--- src/rtl/async_fifo_pkg.sv ---
// Shared helpers for the dual-clock FIFO: default geometry and Gray/binary conversion.
package async_fifo_pkg;

  localparam int unsigned ASYNC_FIFO_ADDRSIZE = 4;

  // The arguments are zero-extended, so callers of any width up to 32 bits
  // cast in, call the function, and cast the result back to their width.
  function automatic logic [31:0] bin2gray(input logic [31:0] b);
    return b ^ (b >> 1);
  endfunction

  function automatic logic [31:0] gray2bin(input logic [31:0] g);
    logic [31:0] b;
    b     = '0;
    b[31] = g[31];
    for (int unsigned i = 1; i < 32; i++) begin
      b[31-i] = b[32-i] ^ g[31-i];
    end
    return b;
  endfunction

endpackage

--- src/rtl/async_fifo_wptr_full_if.sv ---
// Write-side bus of the FIFO pointer/flag controller: producer handshake, synced read pointer, status.
interface async_fifo_wptr_full_if #(
  parameter int unsigned ADDRSIZE = 4
);
  logic                winc_i;
  logic [ADDRSIZE:0]   rptr_sync_i;
  logic                wovf_clr_i;
  logic [ADDRSIZE-1:0] waddr_o;
  logic                wen_o;
  logic [ADDRSIZE:0]   wptr_g_o;
  logic                wfull_o;
  logic                walmost_full_o;
  logic [ADDRSIZE:0]   wlevel_o;
  logic                woverflow_o;

  modport master (
    output winc_i, rptr_sync_i, wovf_clr_i,
    input  waddr_o, wen_o, wptr_g_o, wfull_o, walmost_full_o, wlevel_o, woverflow_o
  );

  modport slave (
    input  winc_i, rptr_sync_i, wovf_clr_i,
    output waddr_o, wen_o, wptr_g_o, wfull_o, walmost_full_o, wlevel_o, woverflow_o
  );
endinterface

--- src/rtl/async_fifo_wptr_full.sv ---
// Write-domain pointer and flag controller of the dual-clock FIFO.
module async_fifo_wptr_full
  import async_fifo_pkg::*;
#(
  parameter int unsigned ADDRSIZE     = ASYNC_FIFO_ADDRSIZE,
  parameter int unsigned AFULL_THRESH = (1 << ADDRSIZE) - 4
) (
  input logic                   wclk_i,
  input logic                   wrst_n_i,
  async_fifo_wptr_full_if.slave bus
);

  localparam int unsigned PW = ADDRSIZE + 1;

  logic [ADDRSIZE:0] wbin, wbin_next;
  logic [ADDRSIZE:0] wgray, wgray_next;
  logic [ADDRSIZE:0] rbin, rptr_full_cmp;
  logic [ADDRSIZE:0] level, level_next;
  logic              full, full_next;
  logic              afull, afull_next;
  logic              ovf, ovf_next;
  logic              wen;

  assign wen = bus.winc_i & ~full;

  always_comb begin
    wbin_next  = wbin + PW'(wen);
    wgray_next = PW'(bin2gray(32'(wbin_next)));
    rbin       = PW'(gray2bin(32'(bus.rptr_sync_i)));
    // Full when the write pointer is one lap ahead: top two Gray bits inverted.
    rptr_full_cmp = {~bus.rptr_sync_i[ADDRSIZE:ADDRSIZE-1], bus.rptr_sync_i[ADDRSIZE-2:0]};
    full_next  = (wgray_next == rptr_full_cmp);
    level_next = wbin_next - rbin;
    afull_next = (32'(level_next) >= AFULL_THRESH);
    // Set dominates a simultaneous clear.
    ovf_next   = (bus.winc_i & full) | (ovf & ~bus.wovf_clr_i);
  end

  always_ff @(posedge wclk_i or negedge wrst_n_i) begin
    if (!wrst_n_i) begin
      wbin  <= '0;
      wgray <= '0;
      full  <= 1'b0;
      afull <= 1'b0;
      level <= '0;
      ovf   <= 1'b0;
    end else begin
      wbin  <= wbin_next;
      wgray <= wgray_next;
      full  <= full_next;
      afull <= afull_next;
      level <= level_next;
      ovf   <= ovf_next;
    end
  end

  assign bus.waddr_o        = wbin[ADDRSIZE-1:0];
  assign bus.wen_o          = wen;
  assign bus.wptr_g_o       = wgray;
  assign bus.wfull_o        = full;
  assign bus.walmost_full_o = afull;
  assign bus.wlevel_o       = level;
  assign bus.woverflow_o    = ovf;

endmodule

--- src/flat_wrapper.sv ---
// flat-port wrapper written by rule: the top's interface ports become plain ports
module async_fifo_wptr_full_flat import async_fifo_pkg::*;
#(
  parameter int unsigned ADDRSIZE     = ASYNC_FIFO_ADDRSIZE,
  parameter int unsigned AFULL_THRESH = (1 << ADDRSIZE) - 4
)
  (wclk_i, wrst_n_i, bus_winc_i, bus_rptr_sync_i, bus_wovf_clr_i, bus_waddr_o, bus_wen_o, bus_wptr_g_o, bus_wfull_o, bus_walmost_full_o, bus_wlevel_o, bus_woverflow_o);
  async_fifo_wptr_full_if #(.ADDRSIZE(ADDRSIZE)) bus_i ();
  input logic wclk_i;
  input logic wrst_n_i;
  input wire logic [$bits(bus_i.winc_i)-1:0] bus_winc_i;
  input wire logic [$bits(bus_i.rptr_sync_i)-1:0] bus_rptr_sync_i;
  input wire logic [$bits(bus_i.wovf_clr_i)-1:0] bus_wovf_clr_i;
  output wire logic [$bits(bus_i.waddr_o)-1:0] bus_waddr_o;
  output wire logic [$bits(bus_i.wen_o)-1:0] bus_wen_o;
  output wire logic [$bits(bus_i.wptr_g_o)-1:0] bus_wptr_g_o;
  output wire logic [$bits(bus_i.wfull_o)-1:0] bus_wfull_o;
  output wire logic [$bits(bus_i.walmost_full_o)-1:0] bus_walmost_full_o;
  output wire logic [$bits(bus_i.wlevel_o)-1:0] bus_wlevel_o;
  output wire logic [$bits(bus_i.woverflow_o)-1:0] bus_woverflow_o;
  assign bus_i.winc_i = bus_winc_i;
  assign bus_i.rptr_sync_i = bus_rptr_sync_i;
  assign bus_i.wovf_clr_i = bus_wovf_clr_i;
  assign bus_waddr_o = bus_i.waddr_o;
  assign bus_wen_o = bus_i.wen_o;
  assign bus_wptr_g_o = bus_i.wptr_g_o;
  assign bus_wfull_o = bus_i.wfull_o;
  assign bus_walmost_full_o = bus_i.walmost_full_o;
  assign bus_wlevel_o = bus_i.wlevel_o;
  assign bus_woverflow_o = bus_i.woverflow_o;
  async_fifo_wptr_full #(.ADDRSIZE(ADDRSIZE), .AFULL_THRESH(AFULL_THRESH)) u_core (.wclk_i(wclk_i), .wrst_n_i(wrst_n_i), .bus(bus_i));
endmodule
--- config.mk ---
export PLATFORM = sky130hd
export DESIGN_NAME = async_fifo_wptr_full_flat
export DESIGN_NICKNAME = d
export VERILOG_FILES = /design/src/rtl/async_fifo_pkg.sv /design/src/rtl/async_fifo_wptr_full_if.sv /design/src/rtl/async_fifo_wptr_full.sv /design/src/flat_wrapper.sv
export SDC_FILE = /design/constraint.sdc
export NUM_CORES = 1
export LEC_CHECK = 0
export CAP_MARGIN = 10
export CORE_UTILIZATION = 46
export CTS_CLUSTER_SIZE = 14
export DETAILED_ROUTE_END_ITERATION = 7
export GPL_ROUTABILITY_DRIVEN = 0
export HOLD_SLACK_MARGIN = 0.03
export PLACE_DENSITY = 0.8
export SYNTH_ARGS = -nofsm -noshare
export SYNTH_HDL_FRONTEND = slang
export SYNTH_SLANG_ARGS = --single-unit
--- constraint.sdc ---
create_clock -name wclk_i -period 3.3 [get_ports wclk_i]
set_input_delay 0.66 -clock wclk_i [delete_from_list [all_inputs] [get_ports wclk_i]]
set_output_delay 0.66 -clock wclk_i [all_outputs]
set_load 0.03 [all_outputs]
==> results.json, run 1 <==
{
  "status": "finished clean",
  "num_rows": 16,
  "worst_slew_pin_slew_ps": 742,
  "cellLeakagePower_nw": 0.644,
  "final_cell_count_no_fill": 151,
  "rrSetupSlack_ps": 650,
  "critPathRequiredTime_ps": 3480,
  "antenna_cells": 0,
  "gr-usage-met1_pct": 27.8,
  "maxCapViolations": 0,
  "power_mw": 1.75,
  "arrival_ps": 3270,
  "synth_area_leader_cell": "dfrtp_1",
  "grt_pass1_wl_um": 3300,
  "grt_pass1_vias": 726,
  "num_io_pins": 27,
  "rsz0062_at_grt": "no",
  "synthCells": 82,
  "fin_tns_setup_ps": 0,
  "maxSlewViolCount": 0,
  "cts_sinks": 17,
  "final_common_cell": "clkdlybuf4s50_1",
  "path_clk_slew_ps": 100,
  "yosysSeqAreaShare_pct": 44.6,
  "nNetsFinal": 141,
  "synth_cell_types": 28,
  "crit_path_start_kind": "input pin",
  "fin_hold_ws_ps": 565,
  "period_needed_ps": 3100,
  "tritoncts": "built",
  "setup_violations": 0,
  "post-route-drc-count": 0,
  "cts-htree-levels": 1,
  "holdPathEnd": "u_core.bus.woverflow_o",
  "place_inst": 145,
  "die_y_um": 47.5,
  "clock_skew_ps": 5.81,
  "die-area_um2": 2260,
  "wl_um": 2160,
  "ys_ff_latch": 17,
  "synth_area_um2": 953,
  "cp_max_fo": 4,
  "fin_crit_sh_pct": 93.9,
  "cts_inserted_buffers": 3,
  "worstHoldStart": "u_core.bus.woverflow_o",
  "slew_headroom_pct": 50.4,
  "most-common-layout-cells": "24 x clkdlybuf4s50_1, 17 x dfrtp_1, 13 x buf_4",
  "crit_type": "input pin to register",
  "vias": 745,
  "use_met2_pct": 38.4,
  "grtUsageMet3_pct": 2.64,
  "place_area_um2": 1330,
  "firstDrtPassIters": 4,
  "die_w_um": 47.5,
  "dp_hpwl_um": 1620,
  "track_usage_pct": 21.8,
  "syn_nets": 98,
  "post_synth.cell_area_avg_um2": 11.6,
  "busiest_layer": "met2",
  "fmax_mhz": 323,
  "grt_overflow": 0,
  "hold_class": "register to register",
  "antenna_found_initial": 0,
  "drtAntennaViolNets": 0,
  "vdd_drop_max_mv": 0.642,
  "io_buffer_count": 26,
  "clk_latency_ps": 290,
  "r2r_cells": 9,
  "final_cell_area_um2": 1410,
  "drive_above_1_share_pct": 25.0,
  "r2r_end": "u_core.bus.walmost_full_o",
  "vias_per_cell": 4.93,
  "cts_root_buf": "clkbuf_4",
  "synthTopCellsByArea": "dfrtp_1 45%, xnor2_1 11%, ha_1 7.9%",
  "initial_utilization_pct": 48.6,
  "yosysWarningCount": 0,
  "cts_buffer_depth": 2,
  "hold_viol": 0,
  "power_density_nw_per_um2": 1240,
  "wl_per_cell_um": 14.3,
  "dr.first_iter.drc_count": 12,
  "synth_top_area_share_pct": 44.6,
  "r2r-start": "u_core.bus.wfull_o",
  "min_path_cells": 2,
  "grt_max_degree": 18,
  "syn2layout_area_growth_pct": 47.4,
  "endpoint_kind": "register",
  "core_area_um2": 1960
}
==> routing by layer <==
| metal | vias to the layer above | wire, um |
|---|---|---|
| li1 | 352 | - |
| met1 | 361 | 926 |
| met2 | 28 | 1100 |
| met3 | 4 | 101 |
| met4 | 0 | 34 |
| met5 | - | 0 |
==> worst max-delay path, cell delays in order <==
cell and delay [ps]:
clkdlybuf4s50_1 470, nor2b_2 160, ha_1 210, ha_1 240
xor2_2 300, ha_1 320, nor2b_2 180, o21ai_1 140
a21oi_1 100, or4b_1 510
==> cell families after synthesis <==
| family | synth area share, % |
|---|---|
| mux | 1.05 |
| simple gates | 9.84 |
| xor+xnor | 23.4 |
| compound gates | 7.09 |
| fa+ha+maj | 9.97 |
| buf+inv | 4.07 |
| flops | 44.6 |
==> flip-flops by register name, indices dropped and copies added (netlist names) <==
name / cells
u_core.bus.walmost_full_o: 1
u_core.bus.wfull_o: 1
u_core.bus.wlevel_o: 5
u_core.bus.woverflow_o: 1
u_core.bus.wptr_g_o: 4
u_core.wbin: 5
==> how the worst max path moves through the flow <==
stage	to	slack, ps	start
after floorplan	u_core.bus.walmost_full_o	180	bus_winc_i
after global placement	u_core.bus.walmost_full_o	-230	bus_rptr_sync_i[4]
after detailed placement	u_core.bus.walmost_full_o	-340	bus_rptr_sync_i[4]
after CTS	u_core.bus.walmost_full_o	60	bus_rptr_sync_i[4]
after global routing	u_core.bus.walmost_full_o	70	bus_winc_i
final	u_core.bus.walmost_full_o	200	bus_winc_i
==> cell usage after synthesis <==
cell,number
nand4b_1,1
or4b_1,1
a2111oi_2,1
xor2_1,6
a31oi_1,1
buf_2,1
ha_1,6
o21ai_1,1
xor2_2,2
inv_1,9
nor2b_1,2
a21bo_2,1
dfrtp_1,17
nand3_1,4
xnor2_2,2
nor4_1,1
a21o_1,1
o2bb2ai_1,1
a21oi_1,2
or2_2,1
fa_1,1
xnor2_1,12
nand2_1,3
mux2i_1,1
o21ai_0,1
nand4_1,1
and3_1,1
or3_1,1
==> layout make-up <==
type | count | area [um2]
fill | 148 | 557
tap | 27 | 33.8
timing repair buffer | 39 | 363
sequential | 17 | 425
multi-input combinational | 55 | 522
clock buffer | 3 | 22.5
clock inverter | 1 | 5.00
inverter | 9 | 33.8
==> per-stage QoR <==
stage / util (%) / setup slack (ps)
after CTS: 70.5 / 57.9
after detailed placement: 67.7 / -338
final: 71.6 / 202
after global placement: 67.7 / -226
after global routing: 71.6 / 74.4
after floorplan: - / 184
==> repair_timing <==
item / CTS / global route
buffers inserted: 2 / 0
hold buffers: 0 / 0
gates resized for setup: 3 / 5
endpoints found under the hold margin: 0 / 0
cloned: 0 / 0
setup endpoints to repair: 1 / 1
pin swaps: 2 / 4
==> where the power goes <==
part / switching, mW / internal (mW) / leakage, nW
Clock: 0.0666 / 0.0451 / 0.0177
Combinational: 0.667 / 0.573 / 0.423
Sequential: 0.0742 / 0.323 / 0.203
Total: 0.808 / 0.940 / 0.644
No activity file was read; power rests on OpenSTA's default activity.
==> run 2: changes to the inputs <==
- CORE_UTILIZATION: 46 -> 64
- DONT_BUFFER_PORTS: default -> 1
- PLACE_DENSITY: 0.8 -> 0.83
- SKIP_LAST_GASP: default -> 1
- clock period: 3.3 -> 3.65 ns (I/O delays scaled with it)
==> results.json, run 2 (synthesis gave the netlist of run 1 again) <==
{
  "status": "finished clean",
  "clk_latency_ps": 290,
  "path_clk_slew_ps": 100,
  "dp_hpwl_um": 1190,
  "cts-htree-levels": 1,
  "grt_pass1_vias": 589,
  "cts_resized": 0,
  "cts_setup_buffers": 0,
  "arrival_ps": 3210,
  "final_common_cell": "dfrtp_1",
  "worst_slew_pin_slew_ps": 522,
  "num_rows": 13,
  "clock_skew_ps": 11.6,
  "vias": 581,
  "setup_violations": 0,
  "cp_max_fo": 5,
  "antenna_cells": 0,
  "seq_area_um2": 425,
  "grt_pass1_wl_um": 2410,
  "multi_input_area_um2": 489,
  "wl_um": 1510,
  "firstDrtPassIters": 4,
  "vias_per_cell": 5.75,
  "maxCapViolations": 0,
  "critPathRequiredTime_ps": 3830,
  "final_cell_area_um2": 1000,
  "busiest_layer": "met2",
  "hold_class": "input pin to asynchronous set/reset pin",
  "grt_overflow": 0,
  "slew_headroom_pct": 65.2,
  "die_y_um": 40.6,
  "cts_buffer_depth": 2,
  "grtUsageMet3_pct": 2.78,
  "rsz0062_at_grt": "no",
  "gr-usage-met1_pct": 28.0,
  "endpoint_kind": "register",
  "r2r_cells": 9,
  "drive_above_1_share_pct": 14.0,
  "track_usage_pct": 22.7,
  "r2r_end": "u_core.bus.walmost_full_o",
  "cts_hold_buf": 0,
  "die_w_um": 40.6,
  "most-common-layout-cells": "17 x dfrtp_1, 12 x xnor2_1, 9 x inv_1",
  "fillers": 98,
  "use_met2_pct": 40.5,
  "drtAntennaViolNets": 0,
  "cts_root_buf": "clkbuf_4",
  "core_area_um2": 1350,
  "crit_path_start_kind": "input pin",
  "initial_utilization_pct": 70.6,
  "syn2layout_area_growth_pct": 5.12,
  "fin_tns_setup_ps": 0,
  "die-area_um2": 1650,
  "num_io_pins": 27,
  "grt_max_degree": 18,
  "cts_inserted_buffers": 3,
  "wl_per_cell_um": 14.9,
  "cts_sinks": 17,
  "dr.first_iter.drc_count": 5,
  "period_needed_ps": 3030,
  "post-route-drc-count": 0,
  "antenna_found_initial": 0,
  "tritoncts": "built",
  "place_area_um2": 975,
  "fmax_mhz": 330,
  "crit_type": "input pin to register",
  "io_buffer_count": 0,
  "nNetsFinal": 103,
  "rrSetupSlack_ps": 650,
  "maxSlewViolCount": 0,
  "hold_viol": 0,
  "fin_crit_sh_pct": 83.1,
  "r2r-start": "u_core.bus.wfull_o"
}
[run 2: critical path, cell delays in order]
cell	delay (ps)
xnor2_1	210
xor2_1	250
xor2_1	300
xnor2_1	100
ha_1	220
fa_1	490
nor2b_1	150
o21ai_1	80
and3_1	190
or4b_1	490
[run 2: worst max-delay path by stage]
stage | start | to | slack [ps] | depth (start not counted)
6_report | bus_rptr_sync_i[4] | u_core.bus.walmost_full_o | 620 | 10
5_1_grt | bus_rptr_sync_i[4] | u_core.bus.walmost_full_o | 390 | 10
4_1_cts | bus_rptr_sync_i[4] | u_core.bus.walmost_full_o | 580 | 10
3_5_place_dp | bus_rptr_sync_i[4] | u_core.bus.walmost_full_o | 280 | 10
3_3_place_gp | bus_rptr_sync_i[4] | u_core.bus.walmost_full_o | 400 | 10
2_1_floorplan | bus_winc_i | u_core.bus.walmost_full_o | 260 | 9
[run 2: per-stage QoR]
step	util [%]	hold WS, ps	setup WS (ps)	instances
finish	74.2	117	617	101
global placement	72.2	435	402	97
CTS	74.2	112	579	101
detailed placement	72.2	435	280	97
floorplan	-	434	256	82
global route	74.2	105	387	101
[run 2: final cells by class]
| class | count | area share, % |
|---|---|---|
| Multi-Input combinational cell | 55 | 48.8 |
| Sequential cell | 17 | 42.4 |
| Inverter | 9 | 3.37 |
| Timing Repair Buffer | 1 | 0.749 |
| Tap cell | 15 | 1.87 |
| Clock inverter | 1 | 0.499 |
| Clock buffer | 3 | 2.25 |
[run 2: metal layers]
| layer | wire (um) | up-vias | share of wire, % |
|---|---|---|---|
| li1 | - | 277 | - |
| met1 | 606 | 284 | 40 |
| met2 | 819 | 18 | 54 |
| met3 | 69 | 2 | 4.6 |
| met4 | 12 | 0 | 0.80 |
| met5 | 0 | - | 0 |
Power of run 2 is left out: the tool's default activity adds up to more than one toggle a clock period on the data nets, which glitch-free logic cannot reach.
